`src/rtl/isa_bus_master.sv`:
```
`default_nettype none
// ============================================================================
//  Module   : isa_bus_master
//  Purpose  : Turns single CPU-side requests into timed ISA I/O and memory
//             cycles. It runs setup, strobe and hold phases, honours target
//             wait states through bus_rdy with a bounded timeout, and splits
//             word reads into two byte cycles.
//  Options  : define ISA_SYNC_RDY_EN to pass bus_rdy/bus_dir through
//             two-flop synchronizers before use.
//  Revision : 1.0 - initial release
// ============================================================================
module isa_bus_master #(
    parameter int SETUP_CYCLES  = 2,
    parameter int STROBE_CYCLES = 4,
    parameter int HOLD_CYCLES   = 1,
    parameter int RDY_TIMEOUT   = 255
) (
    input  logic        clk,
    input  logic        rst,
    input  logic        req_valid,
    output logic        req_ready,
    input  logic        req_write,
    input  logic        req_io,
    input  logic        req_word,
    input  logic [19:0] req_addr,
    input  logic [15:0] req_wdata,
    output logic        rsp_valid,
    output logic [15:0] rsp_rdata,
    output logic        rsp_timeout,
    output logic [19:0] bus_a,
    output logic [15:0] bus_d,
    output logic        word,
    output logic        bus_ior_l,
    output logic        bus_iow_l,
    output logic        bus_memr_l,
    output logic        bus_memw_l,
    output logic        bus_aen,
    input  logic [7:0]  bus_din,
    input  logic        bus_dir,
    input  logic        bus_rdy
);

    typedef enum logic [2:0] {
        S_IDLE   = 3'd0,
        S_SETUP  = 3'd1,
        S_STROBE = 3'd2,
        S_WAIT   = 3'd3,
        S_HOLD   = 3'd4,
        S_RESP   = 3'd5
    } state_t;

    localparam logic [7:0] C_SETUP_LAST  = 8'(SETUP_CYCLES - 1);
    localparam logic [7:0] C_STROBE_LAST = 8'(STROBE_CYCLES - 1);
    localparam logic [7:0] C_HOLD_LAST   = 8'(HOLD_CYCLES - 1);
    localparam logic [8:0] C_TIMEOUT     = 9'(RDY_TIMEOUT);

    state_t      state_q, state_d;
    logic [7:0]  cnt_q, cnt_d;
    logic [7:0]  wcnt_q, wcnt_d;
    logic        write_q, write_d;
    logic        io_q, io_d;
    logic        wreq_q, wreq_d;
    logic        phase_q, phase_d;
    logic        tmo_q, tmo_d;
    logic [7:0]  lo_q, lo_d;
    logic [7:0]  cap_q, cap_d;
    logic [19:0] bus_a_q, bus_a_d;
    logic [15:0] bus_d_q, bus_d_d;
    logic        word_q, word_d;
    logic [15:0] rsp_rdata_q, rsp_rdata_d;
    logic        rsp_tmo_q, rsp_tmo_d;

    logic        w_rdy;
    logic        w_dir;
    logic [7:0]  w_cap;
    logic        w_strobe;

`ifdef ISA_SYNC_RDY_EN
    logic [1:0] rdy_sync_q;
    logic [1:0] dir_sync_q;

    // Two-flop synchronizers for the asynchronous target handshake lines
    always_ff @(posedge clk or posedge rst) begin
        if (rst) begin
            rdy_sync_q <= 2'b11;
            dir_sync_q <= 2'b00;
        end else begin
            rdy_sync_q <= {rdy_sync_q[0], bus_rdy};
            dir_sync_q <= {dir_sync_q[0], bus_dir};
        end
    end

    assign w_rdy = rdy_sync_q[1];
    assign w_dir = dir_sync_q[1];
`else
    assign w_rdy = bus_rdy;
    assign w_dir = bus_dir;
`endif

    // A target that is not driving the bus reads back as a floating 0xFF
    assign w_cap = w_dir ? bus_din : 8'hFF;

    // Cycle sequencing: setup, strobe, wait states, hold and response
    always_comb begin
        state_d     = state_q;
        cnt_d       = cnt_q;
        wcnt_d      = wcnt_q;
        write_d     = write_q;
        io_d        = io_q;
        wreq_d      = wreq_q;
        phase_d     = phase_q;
        tmo_d       = tmo_q;
        lo_d        = lo_q;
        cap_d       = cap_q;
        bus_a_d     = bus_a_q;
        bus_d_d     = bus_d_q;
        word_d      = word_q;
        rsp_rdata_d = rsp_rdata_q;
        rsp_tmo_d   = rsp_tmo_q;
        case (state_q)
            S_IDLE: begin
                if (req_valid) begin
                    write_d = req_write;
                    io_d    = req_io;
                    wreq_d  = req_word;
                    phase_d = 1'b0;
                    tmo_d   = 1'b0;
                    cnt_d   = 8'd0;
                    bus_a_d = req_io ? {4'h0, req_addr[15:0]} : req_addr;
                    bus_d_d = (req_word && req_write) ? req_wdata
                                                      : {8'h00, req_wdata[7:0]};
                    word_d  = req_word && req_write;
                    state_d = S_SETUP;
                end
            end
            S_SETUP: begin
                if (cnt_q == C_SETUP_LAST) begin
                    cnt_d   = 8'd0;
                    state_d = S_STROBE;
                end else begin
                    cnt_d = cnt_q + 8'd1;
                end
            end
            S_STROBE: begin
                if (cnt_q == C_STROBE_LAST) begin
                    cnt_d  = 8'd0;
                    wcnt_d = 8'd0;
                    if (w_rdy) begin
                        cap_d   = w_cap;
                        state_d = S_HOLD;
                    end else if (RDY_TIMEOUT == 0) begin
                        // Wait states disabled: end the cycle as a timeout
                        cap_d   = 8'hFF;
                        tmo_d   = 1'b1;
                        state_d = S_HOLD;
                    end else begin
                        state_d = S_WAIT;
                    end
                end else begin
                    cnt_d = cnt_q + 8'd1;
                end
            end
            S_WAIT: begin
                if (w_rdy) begin
                    cap_d   = w_cap;
                    state_d = S_HOLD;
                end else if (({1'b0, wcnt_q} + 9'd1) >= C_TIMEOUT) begin
                    cap_d   = 8'hFF;
                    tmo_d   = 1'b1;
                    state_d = S_HOLD;
                end else if (wcnt_q != 8'hFF) begin
                    wcnt_d = wcnt_q + 8'd1;
                end
            end
            S_HOLD: begin
                if (cnt_q == C_HOLD_LAST) begin
                    cnt_d = 8'd0;
                    if (!write_q && wreq_q && !phase_q) begin
                        // Low byte done; run a second cycle for the high byte
                        phase_d = 1'b1;
                        lo_d    = cap_q;
                        bus_a_d = bus_a_q + 20'd1;
                        state_d = S_SETUP;
                    end else begin
                        rsp_tmo_d   = tmo_q;
                        rsp_rdata_d = write_q ? 16'h0000 :
                                      wreq_q  ? {cap_q, lo_q} : {8'h00, cap_q};
                        state_d     = S_RESP;
                    end
                end else begin
                    cnt_d = cnt_q + 8'd1;
                end
            end
            S_RESP: begin
                state_d = S_IDLE;
            end
            default: begin
                state_d = S_IDLE;
            end
        endcase
    end

    // State and datapath registers; reset drops straight back to idle
    always_ff @(posedge clk or posedge rst) begin
        if (rst) begin
            state_q     <= S_IDLE;
            cnt_q       <= 8'd0;
            wcnt_q      <= 8'd0;
            write_q     <= 1'b0;
            io_q        <= 1'b0;
            wreq_q      <= 1'b0;
            phase_q     <= 1'b0;
            tmo_q       <= 1'b0;
            lo_q        <= 8'd0;
            cap_q       <= 8'd0;
            bus_a_q     <= 20'd0;
            bus_d_q     <= 16'd0;
            word_q      <= 1'b0;
            rsp_rdata_q <= 16'd0;
            rsp_tmo_q   <= 1'b0;
        end else begin
            state_q     <= state_d;
            cnt_q       <= cnt_d;
            wcnt_q      <= wcnt_d;
            write_q     <= write_d;
            io_q        <= io_d;
            wreq_q      <= wreq_d;
            phase_q     <= phase_d;
            tmo_q       <= tmo_d;
            lo_q        <= lo_d;
            cap_q       <= cap_d;
            bus_a_q     <= bus_a_d;
            bus_d_q     <= bus_d_d;
            word_q      <= word_d;
            rsp_rdata_q <= rsp_rdata_d;
            rsp_tmo_q   <= rsp_tmo_d;
        end
    end

    // Strobes decode straight from the state register so reset raises them at once
    assign w_strobe    = (state_q == S_STROBE) || (state_q == S_WAIT);
    assign bus_ior_l   = !(w_strobe &&  io_q && !write_q);
    assign bus_iow_l   = !(w_strobe &&  io_q &&  write_q);
    assign bus_memr_l  = !(w_strobe && !io_q && !write_q);
    assign bus_memw_l  = !(w_strobe && !io_q &&  write_q);

    assign req_ready   = (state_q == S_IDLE);
    assign rsp_valid   = (state_q == S_RESP);
    assign rsp_rdata   = rsp_rdata_q;
    assign rsp_timeout = rsp_tmo_q;
    assign bus_a       = bus_a_q;
    assign bus_d       = bus_d_q;
    assign word        = word_q;
    assign bus_aen     = 1'b0;

endmodule
`default_nettype wire

```
`config.mk`:
```
export PLATFORM = sky130hd
export DESIGN_NAME = isa_bus_master
export DESIGN_NICKNAME = d
export VERILOG_FILES = /design/src/rtl/isa_bus_master.sv
export SDC_FILE = /design/constraint.sdc
export NUM_CORES = 1
export LEC_CHECK = 0
export ABC_AREA = 1
export BUFFER_PORTS_ARGS = -buffer_cell sky130_fd_sc_hd__buf_2
export CORE_ASPECT_RATIO = 0.7
export CORE_UTILIZATION = 54
export CTS_CLUSTER_DIAMETER = 30
export DETAILED_ROUTE_END_ITERATION = 10
export GPL_TIMING_DRIVEN = 1
export PLACE_DENSITY = 0.8
export SETUP_SLACK_MARGIN = 0.3
export SLEW_MARGIN = 20
export SYNTH_ARGS = -nofsm -noshare
export SYNTH_HDL_FRONTEND = slang
export SYNTH_SLANG_ARGS = --single-unit
```
`constraint.sdc`:
```
create_clock -name clk -period 4.5 [get_ports clk]
set_clock_uncertainty 0.05 [all_clocks]
set_input_delay 0.9 -clock clk [delete_from_list [all_inputs] [get_ports clk]]
set_output_delay 0.9 -clock clk [all_outputs]
set_load 0.01 [all_outputs]
```
* Word-level counts from Yosys, hierarchy flattened *
Cells that the tools add are included.

storage, ports and cells
  register bits = 94
  bits in latches = 0
  bits in writable memories = 0
  ROM bits = 0
  output and inout bits = 61
  word-level logic and storage cells = 112
  memories kept = 0

cells by class
  $add $sub $neg = 4
  $mul = 0
  divide/modulo/power cells = 0
  magnitude comparators = 1
  equality and inequality tests = 19
  shift-type cells = 0
  multiplexer cells = 40
  bitwise operators = 1
  reduce and logical (&&, ||, !) cells = 32

operators with widths
  cell                                                                                 count
  8-bit two-way mux                                                                    13
  20-bit two-way mux                                                                   4
  16-bit two-way mux                                                                   3
  20-bit one-hot mux with 2 select lines                                               1
  8-bit one-hot mux with 2 select lines                                                2
  8-bit one-hot mux with 4 select lines                                                1
  3-bit two-way mux                                                                    8
  20-bit by 1-bit adder with 20-bit output, second input constant                      1
  2-bit inequality test, second input constant                                         10
  8-bit by 1-bit adder with 8-bit output, second input constant                        2
  3-bit one-hot mux with 5 select lines                                                1
  4-bit AND reduction                                                                  3
  5-bit AND reduction                                                                  2
  8-bit by 1-bit adder with 9-bit output, second input constant                        1
  9-bit by 8-bit greater-or-equal comparator with 1-bit output, second input constant  1
  1-bit logical AND                                                                    9
  8-bit by 1-bit == test with 1-bit output, second input constant                      1
  8-bit by 2-bit == test with 1-bit output, second input constant                      1
  8-bit zero test                                                                      1
  8-bit inequality test, second input constant                                         1
  1-bit zero test                                                                      7
  3-bit by 2-bit == test with 1-bit output, second input constant                      2
  3-bit == test, second input constant                                                 2
  3-bit AND reduction                                                                  2
  10 further kinds                                                                     18

* Depth between registers and ports, before layout *
  word-level depth = 6
  gate-level depth with buffers = 13
  depth with buffers taken out = 13

* Worst setup path after synthesis *
Ideal clock, no wire load.

  path kind = reg-to-output
  start point = register write_q
  end point = output bus_ior_l
  arrival time = 0.889 ns
  path slack = 2.661 ns
  cell stages (with the launch flop) = 4
  buffers on the path = 1
  path through = dfrtp_1 inv_1 clkbuf_1 nand3_1

between the ends
  word-level cells in the longest chain between the ends = 3

ends and longest elaborated chain
  element                 RTL line  text
  from (decl)             60        logic write_q, write_d;
  from (signal assigned)  225       write_q <= write_d;
  1-bit zero test         242       assign bus_ior_l = !(w_strobe && io_q && !write_q);
  1-bit logical AND       242
  1-bit zero test         242
  to (decl)               33        output logic bus_ior_l,

No other way between the ends.

* Worst setup path in the final report *
  start point = register state_q[0]
  end point = register bus_a_q[3] (netlist: bus_a[3])

between the ends
  word-level cells in the longest chain between the ends = 3

ends and longest elaborated chain
  element                                                                              RTL line  text
  from (decl)                                                                          57        state_t state_q, state_d;
  from (signal assigned)                                                               222       state_q <= state_d;
  3-bit == test / 3-bit zero test (equally long branches)                              120       case (state_q)
  2-bit inequality test (no source line) / 2-bit nonzero test (equally long branches)  n/a
  4-bit AND reduction (no source line)                                                 n/a
  to (signal assigned)                                                                 232       bus_a_q <= bus_a_d;
  to (decl)                                                                            67        logic [19:0] bus_a_q, bus_a_d;

Several ways; a longest one is shown, not always the timed one.
A chain may end at the register's enable or synchronous reset.

==> metrics.md <==
| Metric | Value |
|---|---|
| Run status | finished clean |
| Root buf cell | clkbuf_16 |
| Filler cells | 710 |
| Max-Cap Viols | 0 |
| Chip height | 81.91 um |
| Vias in the first global route | 4263 |
| Post-Syn Area | 4926 um^2 |
| CTS Hold Buffers Added | 0 |
| First-pass GRT wire length | 20.79 mm |
| CTS buffer count | 9 |
| Hold Crit Class | flip-flop to flip-flop |
| Final setup violation count | 0 |
| Router iterations before antenna repair | 5 |
| RSZ-0062 raised after global routing | false |
| Placeable Area | 8653 um^2 |
| Power Density | 674.2 nW/um^2 |
| Slew @ Worst Pin | 0.7420 ns |
| Overflow after GRT | 0 |
| NumNets Final | 780 |
| Post-DRT Antenna Nets | 0 |
| Compound-gate portion of the synthesized area | 0.1496 |
| Routed wire length | 12.78 mm |
| Commonest non-fill, non-tap cell in the layout | nand2_1 |
| Worst hold margin | 0.4342 ns |
| Post-Synth Simple-Gate Area | 0.2705 |
| Final hold viol count | 0 |
| Clk buf depth | 2 |
| CTS resizes | 0 |
| Slew HR | 0.5042 |
| Initial Utilization | 0.5693 |
| Post-synth EDFFs | 0 |
| Seq/Total Area, Yosys | 0.4775 |
| Worst setup margin | 1.840 ns |
| Worst-Skew Late Latency | 0.34 ns |
| GPL Wtd Cong | 0.9551 |
| Multiplexer area fraction after synthesis | 0 |
| CP arrival | 2.82 ns |
| Residual DRC count | 0 |
| Crit path time final | 2.660 ns |
| Finished Layout Cells | 847 |
| XOR/XNOR Fraction of Synth Area | 0.01067 |
| Fin. max-slew vios | 0 |
| Overall routing resource usage | 0.2878 |
| TNS Setup | 0 ns |
| Top cell type's share of synthesized area | 0.4775 |
| # diodes | 0 |
| DR WL/cell | 15.08 um |
| CTS tree | done |
| Dpl hpwl | 9.264 mm |
| Main combinational cell family by area after synthesis | simple AND/OR/NAND/NOR gates |
| Die area | 9514 um^2 |
| Power Total | 3.954 mW |
| Synth Area in Adders | 0.01524 |
| DRT iter0 DRCs | 431 |
| FF/Latch Area | 2352 um^2 |
| Ys async rst share | 1.000 |
| Mapped Cells | 615 |
| Multi-input logic area | 2201 um^2 |
| Postcts setup bufs | 0 |
| H-tree depth | 3 |
| Most used flip-flop cell after synthesis | dfrtp_1 |
| Maximum vdd ir drop | 0.3677 mV |
| Port bufs | 111 |
| Register bit total from synthesis | 94 |
| Rows | 28 |
| FMAX | 375.9 MHz |
| Commonest non-fill, non-tap cells in the layout | nand2_1, buf_2, dfrtp_1, inv_1, nor2_1 |
| Final period utilization | 0.5911 |
| Setup crit end kind | flip-flop |
| Crit Path Max Fanout | 33 |
| CP required | 4.66 ns |
| Biggest area consumer among synthesized cells | dfrtp_1 |
| Clock sink count | 94 |
| Dpl cells | 831 |
| IO Pins | 113 |
| Top post-synthesis cells by area | dfrtp_1, nand2_1, o21ai_0 |
| CTS clock-pin slew for the worst setup and hold paths | 0.06 ns |
| Vias | 4658 |
| Pleak | 2.919 nW |
| Vias per cell | 5.499 |
| Initial antenna violation count | 0 |
| Share of layout cells above drive strength 1 | 0.2352 |
| WS Path Type | flip-flop to flip-flop |
| Overall die width | 116.2 um |
| Synthesis-to-finish area growth | 19.05% |
| Largest net degree at the start of global routing | 47 |
| Unique masters post-synth | 45 |
| Pre-CTS setup slack | 1.926 ns |
| Startpoint type of the worst setup path | flip-flop |
| Mean Syn Cell Area | 8.010 um^2 |
| YS warnings | 0 |
| Syn nets | 673 |
-- sequential cells by signal, indices dropped and copies added (netlist names), 3 cells and up --
name,cells
bus_a,20
bus_d,16
cap_q,8
cnt_q,8
lo_q,8
rsp_rdata,16
state_q,3
wcnt_q,8
-- layout make-up --
class | instances | area share
sequential | 94 | 0.4011
clock inverter | 5 | 0.01408
tap | 120 | 0.02560
inverter | 72 | 0.04694
multi-input combinational | 432 | 0.3753
timing repair buffer | 113 | 0.09729
clock buffer | 11 | 0.03968
-- worst max-delay path, stage by stage, from the launching register on --
cell and delay [ns]:
dfrtp_1 0.43, nor2_4 0.18, inv_2 0.08, nor2_4 0.57, o21ai_1 0.32, o21ai_4 0.28, inv_2 0.31, o21ai_1 0.22
a22oi_2 0.07
-- power breakdown --
group | switching (mW) | internal (mW) | leakage, nW | total [mW]
clock network | 0.325 | 0.489 | 0.154 | 0.814
logic | 1.06 | 0.586 | 1.57 | 1.65
registers | 0.316 | 1.18 | 1.20 | 1.49
total | 1.70 | 2.25 | 2.92 | 3.95
-- kinds of logic (layout without fill, tap and decap cells) --
family | count (synthesis) | count (layout)
AO/OA/AOI/OAI | 120 | 120
flip-flops | 94 | 94
buffers and inverters | 89 | 201
other | 1 | 1
XOR/XNOR | 6 | 6
AND/OR/NAND/NOR | 299 | 299
adder cells (fa/ha/maj) | 6 | 6
-- path summary, 6_finish.rpt --
path                            slack, ns       endpoint  startpoint  cells past startpoint
worst max-delay path                 1.84       bus_a[3]  state_q[0]                      8
worst min-delay path                 0.43       bus_d[6]    bus_d[6]                      2
worst max register to register       1.84       bus_a[3]  state_q[0]                      8
worst min register to register       0.43       bus_d[6]    bus_d[6]                      2
max in group asynchronous            2.94  rsp_rdata[10]         rst                      3
min in group asynchronous            0.50       bus_a[5]         rst                      2
-- cells in the mapped netlist (2+ instances only) --
cell type	n
o22ai_1	3
nand2_2	4
inv_2	7
ha_1	6
nor2_2	7
buf_2	4
buf_4	4
clkbuf_1	7
o21a_1	2
nor2_4	5
inv_1	62
buf_6	2
nand2_4	2
a22oi_2	2
o211ai_1	2
nand3_2	2
o21ai_2	6
nand2_1	158
nor2_1	51
nand3_1	42
a2bb2oi_1	2
xor2_1	6
or2_2	2
o31ai_1	9
o21ai_0	48
a22oi_1	2
nand4_1	5
nor3_1	14
nand3b_1	3
a31oi_1	9
dfrtp_1	94
o21ai_1	12
a21oi_1	17
o21bai_1	3
-- layer usage --
layer  routed length (um)  share of wire  track usage  up-vias
li1                     -              -            -     2231
met1                 5903           0.46       0.3972     2194
met2                 5683           0.44       0.4417      210
met3                  966          0.076      0.07011       23
met4                  222          0.017       0.1064        0
met5                    0              0            0        -
-- stage by stage --
step             util  instance area [um^2]
6_report       0.6777                  5864
3_3_place_gp   0.6413                  5549
3_5_place_dp   0.6413                  5549
2_1_floorplan       -                  4926
4_1_cts        0.6777                  5864
5_1_grt        0.6777                  5864
Note: power is estimated with default switching activity, not from simulation.
